--- src/rtl/pipe_scroller.sv ---
// pipe_scroller: moves a single pipe obstacle leftward once per frame tick,
// respawns it off-screen right with a freshly requested gap height, and
// counts passes of the bird column with a saturating score.
//
// state  | meaning
// IDLE   | no game running; outputs hold until start
// WAIT_H | height_req raised, waiting for the height generator
// RUN    | pipe visible and scrolling on each frame tick
module pipe_scroller #(
    parameter int START_X = 700,
    parameter int START_Y = 200,
    parameter int SPEED   = 2,
    parameter int PIPE_W  = 60,
    parameter int BIRD_X  = 150,
    parameter int GAP_MIN = 65,
    parameter int GAP_MAX = 464
) (
    input  logic       clk,
    input  logic       reset,
    input  logic       frame_tick,
    input  logic       start,
    input  logic       stop,
    input  logic [9:0] height_in,
    input  logic       height_valid,
    output logic       height_req,
    output logic [9:0] pipe_x,
    output logic [9:0] gap_y,
    output logic       visible,
    output logic       pass_pulse,
    output logic [7:0] score
);

    typedef enum logic [1:0] {IDLE, WAIT_H, RUN} state_t;

    localparam logic [9:0]  START_X_V = 10'(START_X);
    localparam logic [9:0]  START_Y_V = 10'(START_Y);
    localparam logic [9:0]  SPEED_V   = 10'(SPEED);
    localparam logic [9:0]  GAP_MIN_V = 10'(GAP_MIN);
    localparam logic [9:0]  GAP_MAX_V = 10'(GAP_MAX);
    localparam logic [10:0] SPEED_E   = 11'(SPEED);
    localparam logic [10:0] PIPE_W_E  = 11'(PIPE_W);
    localparam logic [10:0] BIRD_X_E  = 11'(BIRD_X);

    state_t state, state_nxt;

    logic [9:0]  pipe_x_nxt, gap_y_nxt, gap_clamped;
    logic        visible_nxt, req_nxt, pass_nxt;
    logic [7:0]  score_nxt;
    logic [10:0] edge_old, edge_new;
    logic        wrap, pass_hit;

    // Right edge before and after a step, widened so neither add nor subtract wraps.
    assign edge_old = {1'b0, pipe_x} + PIPE_W_E;
    assign edge_new = edge_old - SPEED_E;
    assign wrap     = {1'b0, pipe_x} < SPEED_E;
    assign pass_hit = (edge_old >= BIRD_X_E) && (edge_new < BIRD_X_E);

    // Clamp the incoming height into the playable gap range.
    always_comb begin
        gap_clamped = height_in;
        if (height_in < GAP_MIN_V)
            gap_clamped = GAP_MIN_V;
        else if (height_in > GAP_MAX_V)
            gap_clamped = GAP_MAX_V;
    end

    // State register.
    always_ff @(posedge clk or posedge reset) begin
        if (reset)
            state <= IDLE;
        else
            state <= state_nxt;
    end

    // Next-state selection; stop always wins over every other event.
    always_comb begin
        state_nxt = state;
        case (state)
            IDLE:    if (start && !stop) state_nxt = WAIT_H;
            WAIT_H:  if (stop) state_nxt = IDLE;
                     else if (height_valid) state_nxt = RUN;
            RUN:     if (stop) state_nxt = IDLE;
                     else if (frame_tick && wrap) state_nxt = WAIT_H;
            default: state_nxt = IDLE;
        endcase
    end

    // Next values of the registered outputs.
    always_comb begin
        pipe_x_nxt  = pipe_x;
        gap_y_nxt   = gap_y;
        visible_nxt = visible;
        req_nxt     = height_req;
        pass_nxt    = 1'b0;
        score_nxt   = score;
        case (state)
            IDLE: begin
                if (start && !stop) begin
                    pipe_x_nxt  = START_X_V;
                    score_nxt   = 8'd0;
                    visible_nxt = 1'b0;
                    req_nxt     = 1'b1;
                end
            end
            WAIT_H: begin
                if (stop) begin
                    req_nxt = 1'b0;
                end else if (height_valid) begin
                    gap_y_nxt   = gap_clamped;
                    visible_nxt = 1'b1;
                    req_nxt     = 1'b0;
                end
            end
            RUN: begin
                if (stop) begin
                    req_nxt = 1'b0;
                end else if (frame_tick) begin
                    if (wrap) begin
                        pipe_x_nxt  = START_X_V;
                        visible_nxt = 1'b0;
                        req_nxt     = 1'b1;
                    end else begin
                        pipe_x_nxt = pipe_x - SPEED_V;
                        if (pass_hit) begin
                            pass_nxt = 1'b1;
                            if (score != 8'hFF)
                                score_nxt = score + 8'd1;
                        end
                    end
                end
            end
            default: ;
        endcase
    end

    // Output registers.
    always_ff @(posedge clk or posedge reset) begin
        if (reset) begin
            pipe_x     <= START_X_V;
            gap_y      <= START_Y_V;
            visible    <= 1'b0;
            height_req <= 1'b0;
            pass_pulse <= 1'b0;
            score      <= 8'd0;
        end else begin
            pipe_x     <= pipe_x_nxt;
            gap_y      <= gap_y_nxt;
            visible    <= visible_nxt;
            height_req <= req_nxt;
            pass_pulse <= pass_nxt;
            score      <= score_nxt;
        end
    end

endmodule
--- config.mk ---
export PLATFORM = sky130hd
export DESIGN_NAME = pipe_scroller
export DESIGN_NICKNAME = d
export VERILOG_FILES = /design/src/rtl/pipe_scroller.sv
export SDC_FILE = /design/constraint.sdc
export NUM_CORES = 1
export LEC_CHECK = 0
export CAP_MARGIN = 20
export CORE_AREA = 2 2 60 74
export DETAILED_ROUTE_END_ITERATION = 10
export DIE_AREA = 0 0 62 76
export PLACE_DENSITY = 0.78
export SLEW_MARGIN = 20
export SYNTH_ARGS = -nofsm -noshare
export SYNTH_HDL_FRONTEND = slang
export SYNTH_SLANG_ARGS = --single-unit
export TNS_END_PERCENT = 10
--- constraint.sdc ---
create_clock -name clk -period 7 [get_ports clk]
set_input_delay 1.05 -clock clk [delete_from_list [all_inputs] [get_ports clk]]
set_output_delay 1.05 -clock clk [all_outputs]
set_load 0.01 [all_outputs]
Word-level counts from Yosys, hierarchy flattened:

Index checks and enable logic that the tools add are counted.

* word-level logic and storage cells: 85
* output and inout bits: 31
* input bits: 16
* bits in registers: 33

* reduce and logical (&&, ||, !) cells: 13
* bitwise gates (word level): 1
* multiplexer cells: 39
* equality and inequality tests: 16
* add/sub/neg operators: 4
* magnitude comparators: 5

Operators with widths (count)
* $mux 10: 6
* $mux 8: 6
* $pmux 10 s2: 1
* $ne 2x2->1 const B: 9
* $mux 1: 17
* $pmux 8 s2: 1
* $reduce_and 7->1: 2
* $ne 3x3->1 const B: 4
* $add 10x6->11 const B: 1
* $ge 11x8->1 const B: 1
* $lt 11x8->1 const B: 1
* $sub 11x2->11 const B: 1
* $gt 10x9->1 const B: 1
* $lt 10x2->1 const B: 1
* $lt 10x7->1 const B: 1
* $mux 2: 5
* $sub 10x2->10 const B: 1
* $add 8x1->8 const B: 1
* $ne 8x8->1 const B: 1
* $pmux 1 s3: 2
* $pmux 2 s3: 1
* $reduce_and 3->1: 2
* $reduce_and 5->1: 1
* $reduce_and 4->1: 1
* other kinds (8): 10

Logic depth before layout (Yosys ltp):

* depth after elaboration: 9
* gate-level depth with buffers: 10

Least setup slack after synthesis:

OpenSTA, ideal clock, no wires.

* path kind: reg-to-reg
* from: register pipe_x[2]
* to: register score[3]
* slack: 4129 ps
* cell stages (with the launch flop): 10
* arrival: 2805 ps
* clock period less this slack: 2871 ps
* buffers on the path: 0
* path through: dfstp_2 inv_1 ha_1 xnor2_2 and3_1 a211oi_1 a21boi_1 or4b_2 or4_1 nand2_1

* cells in the longest elaborated chain, start to end: 6
* elaborated cells on any way between the ends: 9
* those cells by class: add/sub: 2; order compare: 3; eq/ne: 2; reduce/logical: 2

Ends and longest elaborated chain
* start, declared: RTL line 26 `output logic [9:0] pipe_x,`
* start signal, assigned: RTL line 146 `pipe_x <= pipe_x_nxt;`
* $add 10x6->11: RTL line 53 `assign edge_old = {1'b0, pipe_x} + PIPE_W_E;`
* $sub 11x2->11: RTL line 54 `assign edge_new = edge_old - SPEED_E;`
* $lt 11x8->1: RTL line 56 `assign pass_hit = (edge_old >= BIRD_X_E) && (edge_new < BIRD_X_E);`
* $logic_and 1x1->1: RTL line 56
* $ne 2x2->1 (no source line)
* $reduce_and 7->1 (no source line) (*)
* end signal, assigned: RTL line 151 `score <= score_nxt;`
* end, declared: RTL line 30 `output logic [7:0] score`

Every way passes the cells marked *; elsewhere a longest branch is shown, timed or not.
A chain may end at the register's enable or synchronous reset.

Worst setup path after layout:

* from: input port start
* to: register score[3]

* cells in the longest elaborated chain, start to end: 3

Ends and longest elaborated chain
* start, declared: RTL line 21 `input logic start,`
* $logic_and 1x1->1: RTL line 98 `if (start && !stop) begin`
* $ne 2x2->1 (no source line)
* $reduce_and 7->1 (no source line)

Every way passes these cells.

==> results_dict.tcl <==
set metrics [dict create \
    outcome "completed" \
    place_congestion 0.823 \
    io_buffers 45 \
    grt_usage_pct 22.4 \
    cts_resized 0 \
    whs_ns 0.486 \
    pin_count 47 \
    maxCapViolCount 0 \
    num_vias 1847 \
    synth_edf_count 0 \
    cts_made_buffers 5 \
    power_switching_share_pct 28.1 \
    synth_top_cell_by_area "dfrtp_1" \
    cp_top_family "simple AND/OR/NAND/NOR gates" \
    layout-drive-gt1-share_pct 10.9 \
    diodes 0 \
    initial_core_util_pct 51.2 \
    hold_path.class "reg2reg" \
    hpwl_um 3460 \
    avgSynthCellArea_um2 9.06 \
    htreeDepth 2 \
    fin_crit_sh_pct 45.5 \
    grt_start_max_net_pins 33 \
    cts.clk_slew.worst_paths_ns 0.07 \
    hold_buffers 0 \
    critPathRequiredTime_ns 7.23 \
    critPathKind "in2reg" \
    dr.pass1.iters 4 \
    clk_latency_ns 0.29 \
    p_leak_nw 1.14 \
    placed_area_um2 2560 \
    nets 301 \
    synth_area_um2 2080 \
    core_um2 4070 \
    drc 0 \
    netlist_top_cells_count "29 x nand2_1, 23 x dfrtp_1, 23 x nor2_1" \
    rsz0062_at_grt "false" \
    die_w_um 62 \
    area_growth_pct 28.9 \
    cp-end-kind "register" \
    cts_setup_buffers 0 \
    synth_top_cell_area_share_pct 27.6 \
    synthCells 230 \
    p_int_mw 0.427 \
    seqPwrFrac_pct 40.7 \
    crit_slowest_cell "or4b_2" \
    crit_path_max_incr_delay_ns 0.69 \
    fmax_mhz 314 \
    tritoncts "built" \
    finalSetupViolCount 0 \
    power_frac_clock_pct 33.1 \
    post-route-util_pct 66.0 \
    clock_skew_ns 0.00541 \
    crit_fanout 7 \
    antenna_left 0 \
    cts-root-buf "clkbuf_8" \
    peakVddDrop_uv 153 \
    ys_warn_count 0 \
    final_area_um2 2690 \
    comb_power_share_pct 26.2 \
    num-fill-cells 341 \
    die-area_um2 4710 \
    path_cells "clkdlybuf4s50_1, mux2i_1, nor3_2, nand2_1, or4b_2, or4_1, nand2_1" \
    cts_buffer_depth 2 \
    vias_per_cell 5.56 \
    period_minus_slack_ns 3.18 \
    cp-start-kind "primary input" \
    relSlewSlack_pct 58.1 \
    cp_num_buf_inv 1 \
    crit_top_cell "nand2_1" \
    grt_pass1_wl_um 8070 \
    worst_pin_slew_ns 0.623 \
    wl_per_cell_um 14.4 \
    drtIter0Drc 99 \
    power.density_nw_per_um2 221 \
    total_power_mw 0.594 \
    p_switching_mw 0.167 \
    synth_nets 256 \
    fin_tns_setup_ns 0 \
    yosys_register_bits 32 \
    antenna_found_initial 0 \
    synthTopCellsByArea "dfrtp_1 28%, dfstp_2 11%, ha_1 6.0%, nand2_1 5.2%, or4_1 4.7%" \
    cts_sinks 32 \
    critPathArrivalTime_ns 3.41 \
    async_flop_share_pct 100 \
    final_hold_viol_count 0 \
    totalWireLength_um 4770 \
    die_h_um 76 \
    grt_pass1_vias 1773 \
    slew_viol_final 0 \
    ys_seq_area_share_pct 39.0 \
    synth_most_common_cell "nand2_1" \
    row_count 26 \
    ys.flop_type "dfrtp_1" \
    netlist-cell-type-count 51 \
    overflow 0 \
]
path summary, 6_finish.rpt:
| kind | cells after the start | start | slack (ns) | endpoint |
|---|---|---|---|---|
| hold / removal | 2 | gap_y[7] | 0.49 | gap_y[7] |
| min in group asynchronous | 3 | reset | 1.15 | score[3] |
| max in group asynchronous | 3 | reset | 5.51 | gap_y[3] |
| hold reg to reg | 2 | gap_y[7] | 0.49 | gap_y[7] |
| setup reg to reg | 9 | pipe_x[2] | 3.84 | score[3] |
| setup / recovery | 7 | start | 3.82 | score[3] |
metrics by stage:
| step | cells | worst slack (ns) |
|---|---|---|
| 2_1_floorplan | 230 | 4.13 |
| 6_report | 332 | 3.82 |
| 3_5_place_dp | 324 | 3.54 |
| 5_1_grt | 332 | 3.65 |
| 3_3_place_gp | 324 | 3.61 |
| 4_1_cts | 332 | 3.83 |
tightest hold or removal path: cells and delay by family, from the launching register on:
family / cells / cell delay, ns
DFF: 1 / 0.37
AOI/OAI and AO/OA: 1 / 0.07
and+or+nand+nor: 1 / 0.04
cells in the final DEF (no fill, tap or decap), types with 2 or more instances in the layout:
cell | netlist | final
clkdlybuf4s50_1 | 0 | 45
nand2_1 | 29 | 29
nor2_1 | 23 | 23
dfrtp_1 | 23 | 23
or4_1 | 13 | 13
nand3_1 | 12 | 12
o21ai_0 | 11 | 11
inv_1 | 10 | 10
ha_1 | 10 | 10
dfstp_2 | 9 | 9
a21oi_1 | 8 | 8
xnor2_1 | 8 | 8
clkbuf_8 | 0 | 7
and3_1 | 6 | 6
o211ai_1 | 6 | 6
nor3_1 | 5 | 5
a22o_1 | 4 | 4
mux2i_1 | 3 | 3
nand2b_1 | 3 | 3
a211oi_1 | 3 | 3
nor4_1 | 2 | 2
xor2_1 | 2 | 2
o31ai_1 | 2 | 2
a21boi_0 | 2 | 2
a31oi_1 | 2 | 2
or4b_2 | 2 | 2
or3_1 | 2 | 2
routing by layer:
| metal | part of all wire [%] | track usage [%] | wire length (um) |
|---|---|---|---|
| met1 | 46 | 31.2 | 2190 |
| met2 | 49 | 34.8 | 2320 |
| met3 | 4.4 | 5.09 | 209 |
| met4 | 1.1 | 5.74 | 51 |
| met5 | 0 | 0 | 0 |
registers in the layout, summed over array words and instances (netlist names):
name and count:
pass_pulse 1, gap_y 10, score 8, visible 1, height_req 1, state 2, pipe_x 9
cell type report:
cell class | instances | area [um2] | area share [%]
clock buffer | 7 | 96.3 | 3.59
clock inverter | 1 | 30.0 | 1.12
inverter | 10 | 37.5 | 1.40
multi-input combinational | 180 | 1180 | 44.0
sequential | 32 | 812 | 30.2
tap | 56 | 70.1 | 2.61
timing repair buffer | 46 | 458 | 17.1
cells by family after synthesis:
| logic type | after synthesis | synth area share [%] |
|---|---|---|
| buf+inv | 18 | 4.32 |
| xor+xnor | 11 | 4.99 |
| compound gates | 51 | 17.9 |
| flops | 32 | 39.0 |
| mux | 5 | 2.70 |
| simple gates | 102 | 24.9 |
| fa+ha+maj | 10 | 6.01 |
| other cells | 1 | 0.180 |
power by group through the flow:
| stage | combinational (mW) | sequential [mW] | clock (mW) |
|---|---|---|---|
| 3_5_place_dp | 0.156 | 0.245 | 0 |
| 6_report | 0.156 | 0.242 | 0.196 |
| 2_1_floorplan | 0.0669 | 0.251 | 0 |
| 3_3_place_gp | 0.154 | 0.244 | 0 |
| 5_1_grt | 0.172 | 0.246 | 0.207 |
| 4_1_cts | 0.157 | 0.242 | 0.199 |
Power figures use the tool's default switching activity.
